## config.mk

```make
export PLATFORM = sky130hd
export DESIGN_NAME = i2s_tx_multi
export DESIGN_NICKNAME = d
export VERILOG_FILES = /design/src/rtl/i2s_tx_multi.sv
export SDC_FILE = /design/constraint.sdc
export NUM_CORES = 1
export LEC_CHECK = 0
export ABC_AREA = 1
export ABC_CLOCK_PERIOD_IN_PS = 2170
export CAP_MARGIN = 10
export CORE_UTILIZATION = 57
export DETAILED_ROUTE_END_ITERATION = 10
export PLACE_DENSITY = 0.79
export SLEW_MARGIN = 25
export SYNTH_ARGS = -nofsm -noshare
export SYNTH_HDL_FRONTEND = slang
export SYNTH_SLANG_ARGS = --single-unit
```

## constraint.sdc

```tcl
create_clock -name clk -period 2.17 [get_ports clk]
set_input_delay 0.651 -clock clk [delete_from_list [all_inputs] [get_ports clk]]
set_output_delay 0.651 -clock clk [all_outputs]
set_load 0.1 [all_outputs]
```

## src/rtl/i2s_tx_multi.sv

```systemverilog
// rtl/i2s_tx_multi.sv - parametrised I2S/TDM transmitter with double-buffered input and underrun flag
// Define I2S_LEFT_JUSTIFIED_EN for left-justified framing (MSB coincides with the lrck edge).
module i2s_tx_multi #(
  parameter int SAMPLE_W = 16,
  parameter int SLOT_W   = 32,
  parameter int CHANNELS = 2,
  parameter int MCLK_DIV = 8,
  parameter int SCK_DIV  = 32
) (
  input  logic                         clk,
  input  logic                         rst,
  input  logic [CHANNELS*SAMPLE_W-1:0] in_data,
  input  logic                         in_valid,
  output logic                         in_ready,
  output logic                         mclk,
  output logic                         sck,
  output logic                         lrck,
  output logic                         sdout,
  output logic                         frame_start,
  output logic                         underrun
);
  localparam int FRAME_BITS = CHANNELS * SLOT_W;
  localparam int DATA_W     = CHANNELS * SAMPLE_W;
  localparam int MW = $clog2(MCLK_DIV);
  localparam int SW = $clog2(SCK_DIV);
  localparam int BW = $clog2(FRAME_BITS);
  localparam logic [MW-1:0] MCLK_LAST = MW'(MCLK_DIV / 2 - 1);
  localparam logic [SW-1:0] SCK_LAST  = SW'(SCK_DIV - 1);
  localparam logic [SW-1:0] SCK_HALF  = SW'(SCK_DIV / 2);
  localparam logic [BW-1:0] BIT_LAST  = BW'(FRAME_BITS - 1);
  localparam logic [BW-1:0] BIT_HALF  = BW'(FRAME_BITS / 2);
`ifdef I2S_LEFT_JUSTIFIED_EN
  localparam logic [SW-1:0] SCK_PRE   = SW'(SCK_DIV - 2);
`endif

  // Stream order: ch0 slot first, each slot MSB-first with zero padding in the LSBs.
  function automatic logic [FRAME_BITS-1:0] to_stream(input logic [DATA_W-1:0] d);
    logic [FRAME_BITS-1:0] v;
    logic [SAMPLE_W-1:0]   smp;
    v = '0;
    for (int s = 0; s < CHANNELS; s++) begin
      smp = SAMPLE_W'(d >> (s * SAMPLE_W));
      v   = (v << SLOT_W) | FRAME_BITS'(SLOT_W'(smp) << (SLOT_W - SAMPLE_W));
    end
    return v;
  endfunction

  logic [MW-1:0]         mclk_cnt_q, mclk_cnt_d;
  logic [SW-1:0]         sck_cnt_q, sck_cnt_d;
  logic [BW-1:0]         bit_q, bit_d;
  logic [FRAME_BITS-1:0] shift_q, shift_d, load_vec;
  logic [DATA_W-1:0]     hold_q, hold_d;
  logic hold_full_q, hold_full_d, in_ready_q, in_ready_d;
  logic mclk_q, mclk_d, sck_q, sck_d, lrck_q, lrck_d, sdout_q, sdout_d;
  logic frame_start_q, frame_start_d, underrun_q, underrun_d;
  logic fall, boundary, accept, load;

  always_comb begin
    fall     = (sck_cnt_q == SCK_LAST);
    boundary = fall && (bit_q == BIT_LAST);
    accept   = in_valid && in_ready_q;

    mclk_cnt_d = (mclk_cnt_q == MCLK_LAST) ? '0 : mclk_cnt_q + MW'(1);
    mclk_d     = (mclk_cnt_q == MCLK_LAST) ? ~mclk_q : mclk_q;
    sck_cnt_d  = fall ? '0 : sck_cnt_q + SW'(1);
    sck_d      = (sck_cnt_d >= SCK_HALF);
    bit_d      = bit_q;
    if (fall) bit_d = (bit_q == BIT_LAST) ? '0 : bit_q + BW'(1);
    lrck_d     = (bit_d >= BIT_HALF);

`ifdef I2S_LEFT_JUSTIFIED_EN
    // Load one clk early; a same-cycle accept into an empty holding register is forwarded.
    load     = (sck_cnt_q == SCK_PRE) && (bit_q == BIT_LAST);
    load_vec = (hold_full_q || accept) ? to_stream(hold_full_q ? hold_q : in_data) : '0;
`else
    load     = boundary;
    load_vec = hold_full_q ? to_stream(hold_q) : '0;
`endif

    sdout_d = fall ? shift_q[FRAME_BITS-1] : sdout_q;
    shift_d = shift_q;
    if (fall) shift_d = shift_q << 1;
    if (load) shift_d = load_vec;

    hold_d      = accept ? in_data : hold_q;
    hold_full_d = hold_full_q;
    if (boundary) hold_full_d = 1'b0;
    if (accept)   hold_full_d = 1'b1;
    in_ready_d  = !hold_full_q && !accept;

    frame_start_d = boundary;
    underrun_d    = boundary && !hold_full_q;
  end

  always_ff @(posedge clk) begin
    if (rst) begin
      mclk_cnt_q    <= '0;
      sck_cnt_q     <= '0;
      bit_q         <= '0;
      shift_q       <= '0;
      hold_q        <= '0;
      hold_full_q   <= 1'b0;
      in_ready_q    <= 1'b0;
      mclk_q        <= 1'b0;
      sck_q         <= 1'b0;
      lrck_q        <= 1'b0;
      sdout_q       <= 1'b0;
      frame_start_q <= 1'b0;
      underrun_q    <= 1'b0;
    end else begin
      mclk_cnt_q    <= mclk_cnt_d;
      sck_cnt_q     <= sck_cnt_d;
      bit_q         <= bit_d;
      shift_q       <= shift_d;
      hold_q        <= hold_d;
      hold_full_q   <= hold_full_d;
      in_ready_q    <= in_ready_d;
      mclk_q        <= mclk_d;
      sck_q         <= sck_d;
      lrck_q        <= lrck_d;
      sdout_q       <= sdout_d;
      frame_start_q <= frame_start_d;
      underrun_q    <= underrun_d;
    end
  end

  assign in_ready    = in_ready_q;
  assign mclk        = mclk_q;
  assign sck         = sck_q;
  assign lrck        = lrck_q;
  assign sdout       = sdout_q;
  assign frame_start = frame_start_q;
  assign underrun    = underrun_q;
endmodule

```

==> metrics, run 1 <==
Via density 5.18; GPL Wtd Cong 0.794; Final nets ~700; TritonRoute pass-1 iters 5; endpoint of the worst hold-timing path mclk_cnt_q[0]$_SDFF_PP0_; Worst slew margin 61.2%; Die Width 90.4 um; total number of vias 4011; actual slew at the worst max-slew pin 582 ps; total power divided by cell area 672 nW/um2; post-detailed-route wirelength per cell ~12 um; post-synth design cell area 4450 um2; Tmin final a little under 2000 ps; arrival time worst endpoint 2210 ps; hold violation count in the final report 0; Setup TNS Final 0 ps; standard cell core area 7410 um2; Min-Delay Startpoint mclk_cnt_q[0]$_SDFF_PP0_; TritonCTS clock tree built; setup repair after global routing missed its margin false; final cell area excluding filler cells ~5100 um2; number of warnings reported in the yosys synthesis log 0; mean cell area of the mapped netlist 6.87 um2; vertical extent of the die 90.4 um; HPWL reported at the end of detailed placement 5980 um; cell count of the worst reg-to-reg path 12; relative area change from synthesis to final layout 15.3%; Synth cell types 23; area fraction of the dominant cell type after synthesis between 40% and 50%; GRT Total Usage 23.8%; Worst EP required roughly 2400 ps; critical path launch point sck_cnt_q[0]$_SDFF_PP0_; wire length after detailed routing a little over 9000 um; Longest Clk Path Bufs 2; highest net fanout along the worst path 37; vias in the first global route 3858; count of boundary I/O pins 42; Initial Utilization about 60%; placed cell area around 4900 um2; Final setup violation count 0; ratio of cells with drive above 1 in the final layout 6.95%; Hold Path Class reg -> reg; number of pins exceeding their max-slew limit in the final report 0; antenna-violating nets left 0; part of the cycle the worst path needs 90.1%; Total Die Area 8170 um2; Routed met1 length 3930 um; clock input transition at the sequential cells of the worst setup and hold paths around 90 ps; level count of the clock H-tree 3; DRC violation count after routing 0; top cells by area in the synthesized netlist dfxtp_1, nor2_1, nand2_1; worst reg2reg path startpoint sck_cnt_q[0]$_SDFF_PP0_; number of standard-cell rows in the floorplan 31; Inserted Clock Buffers 9; utilization of the core after routing between 60% and 70%; DR iter-0 viols 292; Critical Path Sink Type flip-flop; run status complete, no violations; largest net degree at the start of global routing 59; maximum resistive drop on vdd around 0.41 mV; Setup Crit Path Kind reg -> reg; clock latency reported for the late side of the worst-skew pair around 350 ps; number of port buffers ~40; share of the yosys chip area belonging to registers 45.4%; Max Clock Freq 512 MHz; Hold Path Depth 1; buffer cell driving the clock tree root clkbuf_8; number of cells produced by synthesis 648; max-capacitance violation count 0; critical path startpoint category flip-flop; met2 wire len 4760 um; setup skew after layout between 9 and 10 ps; antenna violations before repair 0; total overflow reported by the global router 0; max layer used met4; nets in the synthesized netlist 689; total met3 wirelength after detailed routing 357 um; Worst R2R Setup Slack 220 ps; global-route wire length before repair between 15000 and 20000 um; number of diodes 0; cell accounting for the most synthesized area dfxtp_1; #FFs+latches synth a little over 100; destination of the worst register-to-register timing path shift_q[30]$_SDFFE_PP0P_; CTS sink count slightly above 100; Leakage 2.35 nW
## through the flow
step / hold WS [ps] / std cells / power, W / setup WS (ps)
3_5_place_dp: 414 / 755 / 0.00225 / 149
5_1_grt: 447 / 775 / 0.00359 / 75.4
4_1_cts: 428 / 771 / 0.00348 / 87.9
3_3_place_gp: 405 / 755 / 0.00224 / 256
6_report: 422 / 775 / 0.00345 / 215
2_1_floorplan: 397 / 648 / 0.00214 / 54.8
## critical path, stage by stage, from the launching register on
cell	delay [ps]
dfxtp_1	360
ha_1	180
nand2_1	70
nor2_1	140
ha_2	250
inv_2	110
nor2_8	140
nand3_4	130
buf_12	210
nand2_1	80
nand3_1	70
nand2_1	70
inv_1	50
## layout by cell type (no fill, tap or decap), types with 2 or more instances in the layout
cell             count
nor2_1             145
nand2_1            124
dfxtp_1            101
inv_1               74
nand3_1             50
o21ai_0             37
clkdlybuf4s50_1     33
nand4_1             31
a21oi_1             20
buf_4               18
clkbuf_8            12
nor3_1               5
ha_1                 4
buf_12               4
inv_2                2
nor3b_1              2
ha_2                 2
## per-layer routing
layer,vias to the layer above,global-route usage (%)
met2,85,45.5
met3,14,3.20
met5,-,0
li1,2067,-
met4,0,9.01
met1,1845,26.4
## power breakdown
part           leakage [nW]  switching (W)  internal (W)  total (W)
logic                  1.41       0.000144      0.000116   0.000259
clock network         0.113       0.000615      0.000632    0.00125
registers             0.820      0.0000326       0.00191    0.00194
total                  2.35       0.000792       0.00266    0.00345
## synth_stat cells
master	instances
a21oi_1	20
buf_1	3
buf_2	13
buf_4	3
buf_6	4
clkbuf_1	22
dfxtp_1	101
ha_1	6
inv_1	74
inv_2	2
nand2_1	124
nand3_1	50
nand3_4	1
nand4_1	31
nor2_1	145
nor2_8	1
nor3_1	5
nor3b_1	2
o21ai_0	37
o21ai_1	1
or2_2	1
xnor2_1	1
xor2_1	1
## final cells by class
type	instances	area [um2]
flip-flops and latches	101	2020
fillers	636	2270
clock buffers	12	165
repair buffers	57	562
well taps	99	124
multi-input cells	426	1930
clock inverters	4	52.6
inverters	76	285
## timing repair
action / CTS / global route
endpoints found under the setup margin: 0 / 29
resized for setup: 0 / 2
buffers inserted: 0 / 4
hold buffers: 0 / 0
## how the worst max path moves through the flow
| stage | to | slack [ps] |
|---|---|---|
| 2_1_floorplan | shift_q[48]$_SDFFE_PP0P_ | 50 |
| 3_3_place_gp | shift_q[55]$_SDFFE_PP0P_ | 260 |
| 3_5_place_dp | shift_q[30]$_SDFFE_PP0P_ | 150 |
| 4_1_cts | shift_q[30]$_SDFFE_PP0P_ | 90 |
| 5_1_grt | shift_q[30]$_SDFFE_PP0P_ | 80 |
| 6_report | shift_q[30]$_SDFFE_PP0P_ | 220 |
## registers in the layout, summed over array words and instances (netlist names)
register / flops
frame_start: 1
sdout: 1
shift_q: 48
hold_full_q: 1
mclk_cnt_q: 3
sck_cnt_q: 5
underrun: 1
hold_q: 32
in_ready: 1
lrck: 1
bit_q: 6
mclk: 1
## cells by family (layout without fill, tap and decap cells)
family / after synthesis / count (layout) / share of synthesized area (%)
and+or+nand+nor: 360 / 360 / 34.5
buffers and inverters: 121 / 149 / 11.5
DFF: 101 / 101 / 45.4
AOI/OAI and AO/OA: 58 / 58 / 6.52
adders and majority gates: 6 / 6 / 1.69
xor gates and xnor gates: 2 / 2 / 0.393
(Power assumes the default switching activity.)
==> run 2, diff against run 1 <==
--- a/config.mk
+++ b/config.mk
@@ -8,9 +8,10 @@
 export ABC_AREA = 1
 export ABC_CLOCK_PERIOD_IN_PS = 2170
 export CAP_MARGIN = 10
-export CORE_UTILIZATION = 57
+export CORE_UTILIZATION = 45
+export CTS_BUF_LIST = sky130_fd_sc_hd__clkbuf_4 sky130_fd_sc_hd__clkbuf_8 sky130_fd_sc_hd__clkbuf_16
 export DETAILED_ROUTE_END_ITERATION = 10
-export PLACE_DENSITY = 0.79
+export PLACE_DENSITY = 0.65
 export SLEW_MARGIN = 25
 export SYNTH_ARGS = -nofsm -noshare
 export SYNTH_HDL_FRONTEND = slang
==> run 2 against run 1 <==
Combinational power grew 2%; clock power is essentially flat; fmax down 1.1%; highest routed layer unchanged; setup slack worse by 21 ps.
==> metrics, run 2 (same netlist as run 1, synthesis figures left out) <==
run status complete, no violations; GRT Total Usage 19.1% (-4.7 points); pre-CTS worst setup slack 72.8 ps (-75.8 ps); clock latency reported for the late side of the worst-skew pair 350 ps (about the same); Int Pwr 0.00265 W (-0.41%); Setup TNS Final 0 ps (unchanged); registers with the most flip-flops shift_q: 48 flops, hold_q: 32 flops, bit_q: 6 flops; setup repair after global routing missed its margin false; arrival time worst endpoint 2230 ps (+20 ps); hold violation count in the final report 0 (unchanged); post-detailed-route wirelength per cell 11.1 um (-6.4%); met3 Resource Use GR 2.28% (-0.92 points); Leakage 2.33 nW (-0.51%); Die Width 101 um (+12%); Worst EP required 2420 ps (about the same); top register by number of flip-flops shift_q; standard cell core area 9420 um2 (+27%); GPL Wtd Cong 0.774 (-2.5%); switching part of the total power 23.6% (+0.63 points); largest incremental delay on the critical path 360 ps (about the same); total number of vias 3922 (-2.2%); CTS sink count 101 (unchanged); wire length after detailed routing 8950 um (-2.8%); Final setup violation count 0 (unchanged); total overflow reported by the global router 0 (unchanged); TritonRoute pass-1 iters 4 (-1); vias in the first global route 3584 (-7.1%); Hold Path Class reg -> reg; Initial Utilization 47.3% (-13 points); vertical extent of the die 101 um (+12%); Tmin final 1980 ps (+21.4 ps); max-capacitance violation count 0 (unchanged); highest net fanout along the worst path 34 (-8.1%); TritonCTS clock tree built; ratio of cells with drive above 1 in the final layout 7.10% (+0.15 points); Combinational Power Share 7.6% (about the same); Worst slew margin 60.4% (-0.74 points); number of flip-flops under the largest register name 48 (unchanged); number of diodes 0 (unchanged); global-route wire length before repair 15800 um (-2.1%); maximum resistive drop on vdd 0.383 mV (-5.6%); largest net degree at the start of global routing 61 (+3.4%); total power divided by cell area 672 nW/um2 (about the same); count of fill cells added during filler insertion 937 (+47%); sequential share of power 56.1% (-0.2 points); power share of the clock group 36.3% (about the same); Via density 4.87 (-5.9%); number of pins exceeding their max-slew limit in the final report 0 (unchanged); crit-path leading delay family simple AND/OR/NAND/NOR gates; critical path startpoint category flip-flop; DR iter-0 viols 188 (-36%); part of the cycle the worst path needs 91.1% (+0.99 points); most common cell after layout, fill and taps aside nor2_1; switching power summed over all nets 0.000817 W (+3.2%); Global Route met1 Usage 23.8% (-2.6 points); met2 Use GR 34.1% (-11 points); hold buffers post-CTS 0 (unchanged); CP most frequent cell nand2_1; antenna violations before repair 0 (unchanged); count of boundary I/O pins 42 (unchanged); Inserted Clock Buffers 9 (unchanged); actual slew at the worst max-slew pin 594 ps (+11.1 ps); post-CTS setup-driven buffer insertion count 0 (unchanged); Critical Path Sink Type flip-flop; ordered list of cells on the worst path ha_1, nand2_1, nor2_1, ha_2, inv_2, nor2_8, nand3_4, buf_4, nand2_1, nand3_1, nand2_1, inv_1; clock input transition at the sequential cells of the worst setup and hold paths 90 ps (about the same); Setup Crit Path Kind reg -> reg; number of standard-cell rows in the floorplan 35 (+13%); commonest non-fill, non-tap cells in the layout nor2_1, nand2_1, dfxtp_1, inv_1, nand3_1; CP max stage cell dfxtp_1; Final nets 712 (unchanged); level count of the clock H-tree 3 (unchanged); setup skew after layout 13.0 ps (+3.61 ps); Most Crowded Layer GR met2; Total Die Area 10300 um2 (+26%); Max Clock Freq 506 MHz (-1.1%); Longest Clk Path Bufs 2 (unchanged); worst-case setup margin in the final layout 194 ps (-21.4 ps); DRC violation count after routing 0 (unchanged); critical path buffer and inverter count 3 (unchanged); relative area change from synthesis to final layout 15.8%; buffer cell driving the clock tree root clkbuf_8; number of port buffers 41 (unchanged); HPWL reported at the end of detailed placement 5870 um (-1.9%); post-cts repair resize count 0 (unchanged); antenna-violating nets left 0 (unchanged)
## run 2: final timing paths
check,startpoint,endpoint,slack [ps],cells after the start
max reg2reg,sck_cnt_q[0]$_SDFF_PP0_,shift_q[50]$_SDFFE_PP0P_,190,12
max,sck_cnt_q[0]$_SDFF_PP0_,shift_q[50]$_SDFFE_PP0P_,190,12
min,mclk_cnt_q[0]$_SDFF_PP0_,mclk_cnt_q[0]$_SDFF_PP0_,440,1
min reg2reg,mclk_cnt_q[0]$_SDFF_PP0_,mclk_cnt_q[0]$_SDFF_PP0_,440,1
## run 2: layout make-up
class                      instances  area (um2)  share of cell area [%]
multi-input combinational        426        1930                    37.4
clock inverter                     4        55.1                    1.07
clock buffer                      12         159                    3.08
tap                              129         161                    3.13
timing repair buffer              57         546                    10.6
sequential                       101        2020                    39.2
inverter                          76         285                    5.53
## run 2: power groups by stage
stage | Sequential, W | Clock, W | Combinational, W
floorplan | 0.00200 | 0 | 0.000142
global placement | 0.00198 | 0 | 0.000263
detailed placement | 0.00199 | 0 | 0.000267
CTS | 0.00194 | 0.00129 | 0.000268
global route | 0.00195 | 0.00136 | 0.000297
finish | 0.00194 | 0.00126 | 0.000263
## run 2: worst register-to-register path, delay by kind of cell (launching register included)
family | cells | cell delay [ps]
adder cells (fa/ha/maj) | 2 | 430
AND/OR/NAND/NOR | 7 | 680
flip-flops | 1 | 360
buffers and inverters | 3 | 410
## run 2: layer usage
| metal | share of wire, % | vias to the layer above |
|---|---|---|
| met1 | 49 | 1803 |
| met5 | 0 | - |
| met2 | 48 | 41 |
| met4 | 1.3 | 0 |
| met3 | 2.2 | 9 |
| li1 | - | 2069 |
## run 2: per-stage QoR
step	cell area [um2]	std cells	util, %	hold slack (ps)	power, W
final	5160	805	54.8	439	0.00346
after global routing	5160	805	54.8	463	0.00361
after CTS	5150	805	54.7	438	0.00350
after detailed placement	4940	789	52.4	424	0.00225
after global placement	4940	789	52.4	405	0.00225
after floorplan	4450	648	-	397	0.00214
==> run 3, diff against run 2 <==
--- a/config.mk
+++ b/config.mk
@@ -11,7 +11,7 @@
 export CORE_UTILIZATION = 45
 export CTS_BUF_LIST = sky130_fd_sc_hd__clkbuf_4 sky130_fd_sc_hd__clkbuf_8 sky130_fd_sc_hd__clkbuf_16
 export DETAILED_ROUTE_END_ITERATION = 10
-export PLACE_DENSITY = 0.65
+export PLACE_DENSITY_LB_ADDON = 0.25
 export SLEW_MARGIN = 25
 export SYNTH_ARGS = -nofsm -noshare
 export SYNTH_HDL_FRONTEND = slang
==> run 3 against run 2 <==
Register-to-register slack barely moved; global-route usage rose by 0.47 points; clock skew fell by 3.2 ps; die area did not move; first-iteration DRC count did not move; setup slack barely moved; combinational power rose by 3%; largest cell class unchanged; largest power group unchanged.
==> metrics, run 3 (same netlist as run 1, synthesis figures left out) <==
ratio of cells with drive above 1 in the final layout 7.24% (+0.14 points); GPL Wtd Cong 0.783 (+1.1%); Worst R2R Setup Slack 190 ps (about the same); cell count of the worst reg-to-reg path 12 (unchanged); number of standard-cell rows in the floorplan 35 (unchanged); commonest non-fill, non-tap cells in the layout nor2_1, nand2_1, dfxtp_1, inv_1, nand3_1; Worst slew margin 69.3% (+8.9 points); registers with the most flip-flops shift_q: 48 flops, hold_q: 32 flops, bit_q: 6 flops; Die Width 101 um (unchanged); setup repair after global routing missed its margin false; largest net degree at the start of global routing 57 (-6.6%); clock latency reported for the late side of the worst-skew pair 370 ps (+20 ps); Longest Clk Path Bufs 2 (unchanged); Final nets 713 (+0.14%); highest net fanout along the worst path 32 (-5.9%); hold violation count in the final report 0 (unchanged); Setup TNS Final 0 ps (unchanged); Final setup violation count 0 (unchanged); vias in the first global route 3643 (+1.6%); arrival time worst endpoint 2250 ps (+20 ps); post-detailed-route wirelength per cell 11.3 um (+2.1%); number of diodes 0 (unchanged); critical path startpoint category flip-flop; vertical extent of the die 101 um (unchanged); Initial Utilization 47.3% (unchanged); Tmin final 1980 ps (-0.187 ps); count of boundary I/O pins 42 (unchanged); CTS sink count 101 (unchanged); total number of vias 3993 (+1.8%); standard cell core area 9420 um2 (unchanged); TritonRoute pass-1 iters 5 (+1); final cell area excluding filler cells 5230 um2 (+1.4%); number of pins exceeding their max-slew limit in the final report 0 (unchanged); placed cell area 4980 um2 (+0.91%); total power divided by cell area 696 nW/um2 (+3.6%); DRC violation count after routing 0 (unchanged); Setup Crit Path Kind reg -> reg; Total Power Consumption 0.00364 W (+5.1%); post-CTS setup-driven buffer insertion count 0 (unchanged); total overflow reported by the global router 0 (unchanged); Hold Path Class reg -> reg; wire length after detailed routing 9150 um (+2.3%); hold slack final 441 ps (+2.55 ps); Via density 4.95 (+1.7%); Worst EP required 2440 ps (+20 ps); number of flip-flops under the largest register name 48 (unchanged); antenna-violating nets left 0 (unchanged); Max Clock Freq 506 MHz (about the same); DR iter-0 viols 188 (unchanged); part of the cycle the worst path needs 91.1% (about the same); most common cell after layout, fill and taps aside nor2_1; GRT Total Usage 19.5% (+0.47 points); Hold Path Depth 1 (unchanged); top register by number of flip-flops shift_q; actual slew at the worst max-slew pin 460 ps (-134 ps); antenna violations before repair 0 (unchanged); Total Die Area 10300 um2 (unchanged); maximum resistive drop on vdd 0.351 mV (-8.2%); number of port buffers 41 (unchanged); global-route wire length before repair 16000 um (+1.6%); relative area change from synthesis to final layout 17.5%; Leakage 2.36 nW (+1.3%); Critical Path Sink Type flip-flop; clock input transition at the sequential cells of the worst setup and hold paths 90 ps (about the same); TritonCTS clock tree built; setup skew after layout 9.81 ps (-3.17 ps); HPWL reported at the end of detailed placement 5900 um (+0.52%); run status complete, no violations; level count of the clock H-tree 3 (unchanged); max-capacitance violation count 0 (unchanged); buffer cell driving the clock tree root clkbuf_8; Inserted Clock Buffers 9 (unchanged)
run 3: repair_timing:
item / in CTS / in global routing
hold buffers: 0 / 0
gates resized for setup: 0 / 2
endpoints found under the setup margin: 0 / 6
run 3: where the power goes:
group	internal, W	switching (W)
Sequential	0.00191	0.0000312
Clock	0.000779	0.000647
Combinational	0.000124	0.000148
Total	0.00281	0.000826
run 3: worst max-delay path, stage by stage, from the launching register on:
cell and delay (ps):
dfxtp_1 370, ha_1 180, nand2_1 70, nor2_1 140, ha_2 250, inv_2 110, nor2_8 140, nand3_4 70
buf_4 250, nand2_1 110, nand3_1 80, nand2_1 80, inv_1 40
run 3: final cells by class:
type                    count  area, um2
clock buffers              10        131
clock inverters             6        111
fillers                   879       4180
inverters                  76        285
multi-input cells         426       1930
flip-flops and latches    101       2020
well taps                 129        161
repair buffers             58        591
run 3: metrics by stage:
| stage | utilization [%] | setup WS, ps | std cells |
|---|---|---|---|
| final | 55.6 | 194 | 806 |
| after global routing | 55.6 | 35.1 | 806 |
| after CTS | 55.5 | 126 | 806 |
| after detailed placement | 52.9 | 146 | 790 |
| after global placement | 52.9 | 280 | 790 |
| after floorplan | - | 54.8 | 648 |
run 3: final timing paths:
path / start / end
min: mclk_cnt_q[0]$_SDFF_PP0_ / mclk_cnt_q[0]$_SDFF_PP0_
max: sck_cnt_q[0]$_SDFF_PP0_ / shift_q[25]$_SDFFE_PP0P_
min reg2reg: mclk_cnt_q[0]$_SDFF_PP0_ / mclk_cnt_q[0]$_SDFF_PP0_
max reg2reg: sck_cnt_q[0]$_SDFF_PP0_ / shift_q[25]$_SDFFE_PP0P_
run 3: routing by layer:
metal	GRT usage, %	vias up	wire, um
met5	0	-	0
met1	24.3	1828	4270
met3	4.35	13	419
met4	6.35	0	116
met2	33.6	83	4340
li1	-	2069	-
